`src/rtl/nibble_add_arb.sv`:
```
// Two-requester round-robin arbiter in front of a nibble-serial adder.
// One 4-bit adder with carry-in is reused over NIB cycles per operation.
module nibble_add_arb #(
  parameter int unsigned NIB = 2
) (
  input  logic                 clk,
  input  logic                 reset,
  input  logic                 req0_valid,
  input  logic                 req1_valid,
  input  logic [4*NIB-1:0]     req0_a,
  input  logic [4*NIB-1:0]     req0_b,
  input  logic [4*NIB-1:0]     req1_a,
  input  logic [4*NIB-1:0]     req1_b,
  output logic                 req0_ready,
  output logic                 req1_ready,
  output logic                 rsp_valid,
  output logic [4*NIB-1:0]     rsp_sum,
  output logic                 rsp_carry,
  output logic                 rsp_id,
  input  logic                 rsp_ready,
  output logic                 busy
);

  localparam int unsigned W  = 4 * NIB;
  localparam int unsigned CW = (NIB > 1) ? $clog2(NIB) : 1;

  typedef enum logic [1:0] {
    IDLE = 2'd0,
    CALC = 2'd1,
    RESP = 2'd2
  } state_t;

  state_t          state;
  logic            ptr;       // last requester granted
  logic            carry;     // nibble carry between CALC cycles
  logic [CW-1:0]   cnt;       // nibble index within CALC
  logic [W-1:0]    a_q;       // operands, shifted down one nibble per cycle
  logic [W-1:0]    b_q;
  logic [4:0]      nib_sum;
  logic            grant0;
  logic            grant1;

  // Round-robin grant, only offered in IDLE and never during reset
  always_comb begin
    grant0 = 1'b0;
    grant1 = 1'b0;
    if (state == IDLE && !reset) begin
      if (req0_valid && (!req1_valid || ptr)) begin
        grant0 = 1'b1;
      end else if (req1_valid) begin
        grant1 = 1'b1;
      end
    end
  end

  assign req0_ready = grant0;
  assign req1_ready = grant1;
  assign rsp_valid  = (state == RESP);
  assign busy       = (state != IDLE);

  // The single shared 4-bit adder with carry-in
  always_comb begin
    nib_sum = 5'({1'b0, a_q[3:0]}) + 5'({1'b0, b_q[3:0]}) + 5'({4'b0000, carry});
  end

  // Control FSM, operand capture and nibble-serial result accumulation
  always_ff @(posedge clk) begin
    if (reset) begin
      state     <= IDLE;
      ptr       <= 1'b1;
      carry     <= 1'b0;
      cnt       <= '0;
      a_q       <= '0;
      b_q       <= '0;
      rsp_sum   <= '0;
      rsp_carry <= 1'b0;
      rsp_id    <= 1'b0;
    end else begin
      case (state)
        IDLE: begin
          if (grant0 || grant1) begin
            a_q       <= grant1 ? req1_a : req0_a;
            b_q       <= grant1 ? req1_b : req0_b;
            rsp_id    <= grant1;
            ptr       <= grant1;
            carry     <= 1'b0;
            cnt       <= '0;
            rsp_sum   <= '0;
            rsp_carry <= 1'b0;
            state     <= CALC;
          end
        end
        CALC: begin
          rsp_sum[{cnt, 2'b00} +: 4] <= nib_sum[3:0];
          carry <= nib_sum[4];
          a_q   <= a_q >> 4;
          b_q   <= b_q >> 4;
          if (cnt == CW'(NIB - 1)) begin
            rsp_carry <= nib_sum[4];
            cnt       <= '0;
            state     <= RESP;
          end else begin
            cnt <= cnt + CW'(1);
          end
        end
        RESP: begin
          if (rsp_ready) begin
            state <= IDLE;
          end
        end
        default: state <= IDLE;
      endcase
    end
  end

endmodule

```
`config.mk`:
```
export PLATFORM = sky130hd
export DESIGN_NAME = nibble_add_arb
export DESIGN_NICKNAME = d
export VERILOG_FILES = /design/src/rtl/nibble_add_arb.sv
export SDC_FILE = /design/constraint.sdc
export NUM_CORES = 1
export LEC_CHECK = 0
export ABC_AREA = 0
export CAP_MARGIN = 5
export CORE_AREA = 10 10 58 60
export CTS_BUF_LIST = sky130_fd_sc_hd__clkbuf_4 sky130_fd_sc_hd__clkbuf_8
export CTS_CLUSTER_DIAMETER = 120
export DETAILED_ROUTE_END_ITERATION = 10
export DIE_AREA = 0 0 68 70
export DONT_BUFFER_PORTS = 1
export HOLD_SLACK_MARGIN = 0.08
export PLACE_DENSITY = 0.9
export REMOVE_ABC_BUFFERS = 1
export SYNTH_ARGS = -nofsm -noshare
export SYNTH_HDL_FRONTEND = slang
export SYNTH_SLANG_ARGS = --single-unit
```
`constraint.sdc`:
```
create_clock -name clk -period 3.1 [get_ports clk]
set_clock_uncertainty 0.2 [all_clocks]
set_input_delay 0.465 -clock clk [delete_from_list [all_inputs] [get_ports clk]]
set_output_delay 0.465 -clock clk [all_outputs]
set_load 0.005 [all_outputs]
```
# Yosys cells after proc, flatten, opt, wreduce, memory -nomap -nowiden

Index checks and enable logic that the tools add are counted.

Reductions and logical operators: 13
Shift-type cells: 2
Equality and inequality tests: 5
Muxes and demuxes: 24
Add/sub/neg operators: 4

Operators with widths:

| operator                                            | count |
|---|---|
| case mux 8 bit (2 select lines)                     | 3 |
| two-way mux 8 bit                                   | 5 |
| bitwise mux 8 bit                                   | 1 |
| two-way mux 1 bit                                   | 8 |
| variable shift 4 x 5 -> 8 bit, first input constant | 1 |
| variable part select 4 x 5 -> 8 bit                 | 1 |
| two-way mux 2 bit                                   | 3 |
| case mux 1 bit (2 select lines)                     | 3 |
| case mux 2 bit (3 select lines)                     | 1 |
| AND reduction 3 bit                                 | 2 |
| adder 4 x 4 -> 5 bit                                | 1 |
| adder 5 x 1 -> 5 bit                                | 1 |
| negation 3 -> 5 bit                                 | 1 |
| != test 2 x 1 -> 1 bit, second input constant       | 2 |
| AND reduction 2 bit                                 | 2 |
| nonzero test 2 bit                                  | 2 |
| == test 2 x 1 -> 1 bit, second input constant       | 1 |
| == test 2 bit, second input constant                | 1 |
| logical AND 1 bit                                   | 2 |
| logical NOT 1 bit                                   | 2 |
| logical NOT 2 bit                                   | 1 |
| logical OR 1 bit                                    | 2 |
| != test 2 bit, second input constant                | 1 |
| adder 1 bit, second input constant                  | 1 |

Logic and storage cells: 57
Output and inout port bits: 14
Register bits after elaboration: 31
Input port bits: 37

# Logic depth before layout (Yosys ltp)

Gate-level depths: netlist of the first run.

Depth in word-level cells: 8
Mapped depth: 6
Mapped depth without buffers: 5

# Least setup slack after synthesis of the first run

Ideal clock, no wire load.

Kind: register to register
Start point: reg carry
End point: reg carry
Clock period less this slack: 1898 ps
Stages on the path, launching flop included: 6
Required time: 2767 ps
Path buffers: 0
Data arrival time: 1564 ps
Library setup time: 133 ps
Slack: 1202 ps
Path through: dfxtp_1 > fa_1 > fa_1 > a21o_1 > a21oi_1 > o32ai_1

Cells in the longest elaborated chain, start to end: 2

Ends and longest elaborated chain:

| what                            | line | source |
|---|---|---|
| start, declared                 | 35   | `logic carry;` |
| start signal, assigned          | 95   | `carry <= nib_sum[4];` |
| adder 5 x 1 -> 5 bit            | 63   | `nib_sum = 5'({1'b0, a_q[3:0]}) + 5'({1'b0, b_q[3:0]}) + 5'({4'b0000, carry});` |
| case mux 1 bit (2 select lines) | 79   | `case (state)` |

No other way between the ends.
A chain may end at the register's enable or synchronous reset.

# Worst setup path in the final report of the first run

Start point: reg state[0]
End point: out req1_ready

Cells in the longest elaborated chain, start to end: 3

Ends and longest elaborated chain:

| what                   | line | source |
|---|---|---|
| start, declared        | 33   | `state_t state;` |
| start signal, assigned | 69   | `state <= IDLE;` |
| start signal, assigned | 90   | `state <= CALC;` |
| start signal, assigned | 101  | `state <= RESP;` |
| logical NOT 2 bit      | 47   | `if (state == IDLE && !reset) begin` |
| logical AND 1 bit      | 47   |  |
| two-way mux 1 bit      | 47   |  |
| end, declared          | 15   | `output logic req1_ready,` |

No other way between the ends.

==> summary.md, run 1 <==
The number of inserted filler cells in the final layout was 196. Counting every instance in the synthesized netlist gives 164. TritonCTS built the clock tree. The post-route fraction of the period consumed by the critical path was 0.7046; the worst path buffer plus inverter count was 1. In this run the cell area of the synthesized design comes to 0.001508 mm^2. CTS placed an instance of clkbuf_4 at the clock tree root. Number of DRC violations after detailed routing: 0.

For the max-slew headroom at the worst pin, the log shows 0.4774. The slowest stage cell on the critical path was dfxtp_1. The logs give 1,360 for the via count of the first global-routing pass and 0.541 for the sequential share of power. The run gives 0 as the number of antenna violations at the first check in global routing. For the worst setup path, the data required time is 2.43 ns.

The fraction of power spent switching nets works out to 0.2913. Cell internal power was estimated by the tool at 0.0005893 W. The run gives 0 as the hold violation count in the final report. The area enclosed by the die boundary was 0.004760 mm^2; the total detailed-routing wirelength was 3.828 mm. The wire-length estimate of the detail-placed layout is 2.692 mm.

The wire length of the first global-routing pass came out at 6.341 mm. The tools report the number of levels the H-tree was split into as 2. The max-slew violation count came out at 0. For this run, the leading register cell type out of synthesis is dfxtp_1. The logs give 0.7808 for the last weighted congestion value of the routability-driven placer and 40 for the unique cell type count in the Yosys netlist. The first detailed-routing pass ran for 4 iterations. By startpoint and endpoint, the worst setup path is classified as register to output port. The maximum clock frequency is 0.4578 GHz, and the footprint of the flip-flops and latches is 620.6 um^2. The reported leakage power is 0.6690 nW, and the total of flip-flops plus latches after synthesis is 31. During synthesis, Yosys emitted a total of 0 warnings.

The average instance in the mapped netlist occupies 9.193 um^2. The tools report the worst reg-to-reg setup slack as 0.99 ns. In this run the critical register-to-register path is captured at a_q[1].

Setup repair after global routing left no endpoint under its margin. Startpoint of the most critical hold path: req0_a[6]. The most common cell in the synthesized netlist is dfxtp_1.

Sorting the synthesized cells by area gives the leading types as dfxtp_1, a21oi_1, mux2i_1. In the final timing run, aggregate negative setup slack is 0 ns. For the proportion of power drawn by combinational gates, the log shows 0.167. The tools report the final layout net count as 208. For the worst flop-to-flop path, the logic depth is 4. The final setup violation count came out at 0. In this run the tool buffered the top-level ports with 0 buffer cells. STA classifies the critical path startpoint as a register. In this run the core area contains 18 standard-cell rows.

The largest driver fanout on the critical path is 17. Ranked by instance count, the synthesized netlist is headed by dfxtp_1, a21oi_1, nand2_1, o21ai_0. The analysis attributes to net switching a power of 0.0002422 W. The multi-input combinational cells in the finished layout cover a total of 802.0 um^2. Dividing the detail-routed wire length by the instance count gives 19.43 um. The number of max-capacitance violations reported is 0, and the clock sink count is 31.

The post-synthesis async set-or-reset flop share came out at 0. The via density per instance is 6.497. The run gives 51 as the top-level port count.

Walking the worst path, the cells encountered are nor3_4 > nand3_4 > clkinv_4. Top cell family by delay on the critical path: simple AND/OR/NAND/NOR gates. The sequential fraction of the synthesis area was 0.4116. Clock-pin slew was measured on the worst setup and hold paths at 0.10 ns. The die is 70 um tall. Yosys mapped a number of flops with a built-in enable equal to 0.

In this run the remaining antenna-violating nets after routing total 0. Summed over all layers, the global routing overflow is 0. The end point of the most critical hold path was a_q[6]. For the worst-skew pair, the clock arrives at the later sink with an insertion delay of 0.34 ns. The tightest min-delay check is of the input pin to register type. The worst hold path passes through 2 cells. For the pin with the worst max-slew slack, the measured transition is 0.7811 ns. The maximum ir drop on the vdd rail is 449.4 uV, and the post-cts gate resize count is 0.

Power spread over the standard cell area amounts to 519.2 mW/mm^2. Clock tree synthesis inserted a total of 5 buffers. The DRC violation total after the first TritonRoute iteration was 92; the area growth from synthesis to final layout was 6.224%.

From left edge to right edge, the die measures 68 um. The worst setup path is captured at an output port. The run gives 0.6838 as the post-layout utilization of the core. The maximum count of clock buffers along a single path is 2, and the area share of the largest cell type after synthesis is 0.4116.

The routed design could run at a clock period as short as 2.184 ns. The number of antenna diodes in the final layout is 0. For the data arrival at the endpoint of the critical path, the log shows 1.52 ns. The total area inside the core boundary comes to 0.002342 mm^2. The launching point of the worst reg2reg path was state[0]. The tools report the total routing resource utilization after global routing as 0.1701. Initial core utilization: 0.6437. dfxtp_1 takes more of the synthesized area than any other cell.

The largest net degree at the start of global routing is 22. The tools report the share of power burned in the clock network as 0.292. The fraction of final layout cells sized beyond drive strength 1 was 0.09581.

In this design, the stage delay of the slowest critical-path cell is 0.41 ns. The routed layout has 1,280 vias. The flow ran to the end, and the final reports show no timing, DRC or antenna violations.
-- state kept, by name, summed over array words and instances (netlist names) --
name       cells
a_q            8
b_q            8
rsp_sum        8
state          2
carry          1
cnt            1
ptr            1
rsp_carry      1
rsp_id         1
-- power groups by stage --
| stage | combinational (W) | sequential (W) | clock (W) |
|---|---|---|---|
| after floorplan | 0.0000999 | 0.000453 | 0 |
| after global placement | 0.000120 | 0.000457 | 0 |
| after detailed placement | 0.000126 | 0.000459 | 0 |
| after CTS | 0.000138 | 0.000450 | 0.000243 |
| after global routing | 0.000156 | 0.000455 | 0.000267 |
| final | 0.000139 | 0.000450 | 0.000243 |
-- routing by layer --
| metal | vias to the layer above | part of all wire | global-route usage |
|---|---|---|---|
| met4 | 0 | 0.015 | 0.04922 |
| li1 | 608 | - | - |
| met5 | - | 0 | 0 |
| met3 | 8 | 0.11 | 0.1005 |
| met2 | 58 | 0.49 | 0.2640 |
| met1 | 606 | 0.38 | 0.1891 |
-- what timing repair did --
item	CTS	global route
buffers inserted	0	0
endpoints found under the hold margin	19	0
hold buffers	6	0
-- placed cells by master, fill, tap and decap left out, types with 2 or more instances in the layout --
cell	netlist	routed
a211oi_1	6	6
a211oi_2	2	2
a21o_1	2	2
a21oi_1	25	25
a22oi_1	8	8
a2bb2oi_1	2	2
a32o_1	3	3
clkbuf_4	0	7
dfxtp_1	31	31
dlygate4sd3_1	0	6
fa_1	2	2
ha_1	3	3
inv_1	2	2
mux2i_1	8	8
nand2_1	14	14
nand2b_1	2	2
nand3_1	5	5
nor2_1	8	8
o21ai_0	10	9
o21ai_1	1	2
or3_1	2	2
-- through the flow --
stage	instance area (um^2)	setup slack (ns)	hold WS [ns]	power, W	std cells
2_1_floorplan	1439	0.9661	0.2522	0.0005524	152
3_3_place_gp	1484	1.107	0.2656	0.0005773	183
3_5_place_dp	1484	1.016	0.2767	0.0005848	183
4_1_cts	1602	0.9128	0.08334	0.0008312	197
5_1_grt	1602	0.7794	0.08409	0.0008782	197
6_report	1602	0.9157	0.07989	0.0008315	197
-- cell families after synthesis --
| logic type | Yosys count | synth area share |
|---|---|---|
| buffers and inverters | 15 | 0.05643 |
| and+or+nand+nor | 40 | 0.1444 |
| xor gates and xnor gates | 1 | 0.005810 |
| muxes | 8 | 0.05311 |
| adders and majority gates | 5 | 0.05146 |
| AOI/OAI and AO/OA | 64 | 0.2772 |
| DFF | 31 | 0.4116 |
-- how the worst max path moves through the flow --
stage,start,end,slack (ns),cells past startpoint
floorplan,req1_valid,a_q[6],0.97,3
global placement,carry,carry,1.11,5
detailed placement,state[0],a_q[0],1.02,4
CTS,state[0],req1_ready,0.91,3
global route,state[0],a_q[1],0.78,4
finish,state[0],req1_ready,0.92,3
-- layout make-up --
type	instances	share of cell area
multi-input combinational	118	0.5008
inverter	3	0.01016
clock buffer	7	0.03281
timing repair buffer	7	0.04219
tap	30	0.02344
sequential	31	0.3875
clock inverter	1	0.003125
Note: power is estimated with default switching activity, not from simulation.
==> run 2, diff against run 1 <==
--- a/config.mk
+++ b/config.mk
@@ -7,14 +7,14 @@
 export LEC_CHECK = 0
 export ABC_AREA = 0
 export CAP_MARGIN = 5
-export CORE_AREA = 10 10 58 60
+export CORE_AREA = 10 10 60 62
 export CTS_BUF_LIST = sky130_fd_sc_hd__clkbuf_4 sky130_fd_sc_hd__clkbuf_8
 export CTS_CLUSTER_DIAMETER = 120
 export DETAILED_ROUTE_END_ITERATION = 10
-export DIE_AREA = 0 0 68 70
+export DIE_AREA = 0 0 70 72
 export DONT_BUFFER_PORTS = 1
 export HOLD_SLACK_MARGIN = 0.08
-export PLACE_DENSITY = 0.9
+export PLACE_DENSITY = 0.84
 export REMOVE_ABC_BUFFERS = 1
 export SYNTH_ARGS = -nofsm -noshare
 export SYNTH_HDL_FRONTEND = slang
==> constraint.sdc (replaced) <==
create_clock -name clk -period 2.2 [get_ports clk]
set_clock_uncertainty 0.2 [all_clocks]
set_input_delay 0.33 -clock clk [delete_from_list [all_inputs] [get_ports clk]]
set_output_delay 0.33 -clock clk [all_outputs]
set_load 0.005 [all_outputs]
==> summary.md, run 2 (synthesis gave the netlist of run 1 again) <==
The run finished with clean final reports. The run gives 2.770 mm as the placed wire-length estimate. The post-route fraction of the period consumed by the critical path came out at 0.9340.

The slowest stage cell on the critical path was fa_1. The maximum clock frequency is 0.4866 GHz, and the die height is 72 um. For this run the aggregate overflow at the end of global routing stands at 0.

The floorplan step defined a core boundary enclosing 0.002432 mm^2. In this run the clock root is driven by a clkbuf_4. The detailed-route wire length per cell works out to 19.64 um. The number of port buffers was 0; the total routing resource utilization after global routing was 0.1783. The run gives 231 as the count of placed standard cells in the final layout, fillers left out. The logs give 139 for the DRC violation total after the first TritonRoute iteration and 18 for the number of core rows. Including well taps, the total number of placed cells is 187. After clock tree synthesis, the clock-pin slew on the worst setup and hold paths is 0.10 ns. The initial core utilization came out at 0.6199.

The worst setup path is of the register to register kind. Counting the fill cells in the layout gives 153. In this run the post-CTS setup repair buffer count came out at 0. The final critical-path required period was 2.055 ns. Setup repair after global routing left no endpoint under its margin. Number of antenna violations at the first check in global routing: 0. The run gives 4 as the detailed-router iteration count before antenna repair. In this design, the critical path's most frequently occurring cell is fa_1.

For the pin with the worst max-slew slack, the measured transition is 0.8410 ns. Via count of the first global-routing pass: 1,525. For the hold violation count in the final report, the log shows 0. For the largest net degree at the start of global routing, the log shows 22. The worst setup path is captured at a register. The area growth from synthesis to layout is 27.88%.

Using the TritonRoute via totals, the vias-per-cell ratio works out to 6.346. For this block, the routed nets add up to 4.537 mm of wire. The accumulated negative setup slack is 0 ns. STA classifies the critical path startpoint as a register.

The run gives 0.4375 as the max-slew headroom at the worst pin. In this run the power density over the cells is 636.7 mW/mm^2. The tools report the max-slew violation count as 0. The tools report the required time of the worst setup path as 2.19 ns.

The later-pin clock latency in the skew report is 0.34 ns, and the worst path buffer plus inverter count is 0. For the data arrival at the endpoint of the critical path, the log shows 2.04 ns. The maximum ir drop on the vdd rail came out at 554.4 uV. The largest single stage delay on the critical path is 0.46 ns. The clock tree synthesis step divided the H-tree into 2 levels. The clock sink count was 31; the fraction of final layout cells sized beyond drive strength 1 was 0.1050. The detail route stage leaves a number of antenna-violating nets equal to 0. The number of max-capacitance violations reported is 0. The detailed router placed 1,466 vias in this run. Top cell family by delay on the critical path: adder cells. The largest driver fanout on the critical path is 2, and the final layout net count is 241.

The critical path goes through fa_1 > fa_1 > a21o_1 > a21oi_2 > o32ai_1. Pin placement for this block handled 51 I/O pins. The first global-routing pass estimated 7.445 mm of wire. The largest registers in the layout are a_q (8), b_q (8), rsp_sum (8). No sink is reached through more buffers than the 2 on the longest clock path.

The run gives 0.8971 as the last weighted congestion value of the routability-driven placer. In the layout the commonest cells are dlygate4sd3_1, dfxtp_1, a21oi_1, nand2_1, o21ai_0. Setup violations remaining at the end of the flow were counted as 0.

The most frequent standard cell in the layout excluding fill and tap cells is dlygate4sd3_1. In this run the horizontal extent of the chip is 70 um. The analysis attributes to cell leakage a power of 0.8102 nW. The number of clock buffers added by TritonCTS is 5. The path class of the tightest hold or removal check is input pin to register. TritonCTS built the clock tree. The number of DRC violations after detailed routing was 0; the area enclosed by the die boundary was 0.005040 mm^2.
## run 2: changes by cell type in the layout (fill, tap and decap cells not counted), sizes merged
cell | before | now
diode | 0 | 1
dlygate4sd3 | 6 | 35
buf | 1 | 5
## run 2: through the flow
step	area [um^2]	util	setup WS [ns]	hold slack [ns]	total power, W
2_1_floorplan	1439	-	0.2011	0.1946	0.0007784
6_report	1928	0.7927	0.1451	0.09910	0.001228
4_1_cts	1922	0.7901	0.1512	0.09313	0.001216
3_5_place_dp	1514	0.6224	0.2025	0.1991	0.0008316
5_1_grt	1926	0.7917	0.06140	0.1046	0.001283
3_3_place_gp	1514	0.6224	0.2701	0.1984	0.0008221
## run 2: power by group
group | internal, W | leakage, nW | switching [W] | total (W)
clock network | 0.000149 | 0.0361 | 0.000190 | 0.000339
registers | 0.000601 | 0.254 | 0.0000340 | 0.000635
logic | 0.000122 | 0.520 | 0.000132 | 0.000254
total | 0.000872 | 0.810 | 0.000356 | 0.00123
## run 2: final cells by class
cell class | count | area, um^2 | area share
diodes | 1 | 2.502 | 0.001298
clock buffers | 7 | 52.55 | 0.02726
clock inverters | 1 | 5.005 | 0.002596
inverters | 3 | 16.27 | 0.008436
multi-input cells | 118 | 805.8 | 0.4179
flip-flops and latches | 31 | 620.6 | 0.3219
well taps | 30 | 37.54 | 0.01947
repair buffers | 40 | 387.9 | 0.2012
## run 2: layer usage
metal	vias to the layer above	track usage	share of wire
li1	674	-	-
met1	680	0.1745	0.37
met2	93	0.2920	0.47
met3	19	0.09524	0.12
met4	0	0.1140	0.031
met5	-	0	0
## run 2: worst paths after layout
check                           cells past startpoint  startpoint  slack [ns]          to
worst max-delay path                                5       carry        0.15       carry
worst min-delay path                                2  req1_valid         0.1         ptr
worst max register to register                      5       carry        0.15       carry
worst min register to register                      2  rsp_sum[2]        0.31  rsp_sum[2]
## run 2: repair_timing
item / 4_1_cts / 5_1_grt
gates resized for setup: 0 / 1
hold buffers: 35 / 0
endpoints found under the hold margin: 28 / 0
setup endpoints to repair: 0 / 1
## run 2: worst reg2reg max path: stages, from the launching register on
cell	delay, ns
dfxtp_1	0.33
fa_1	0.46
fa_1	0.42
a21o_1	0.22
a21oi_2	0.17
o32ai_1	0.10
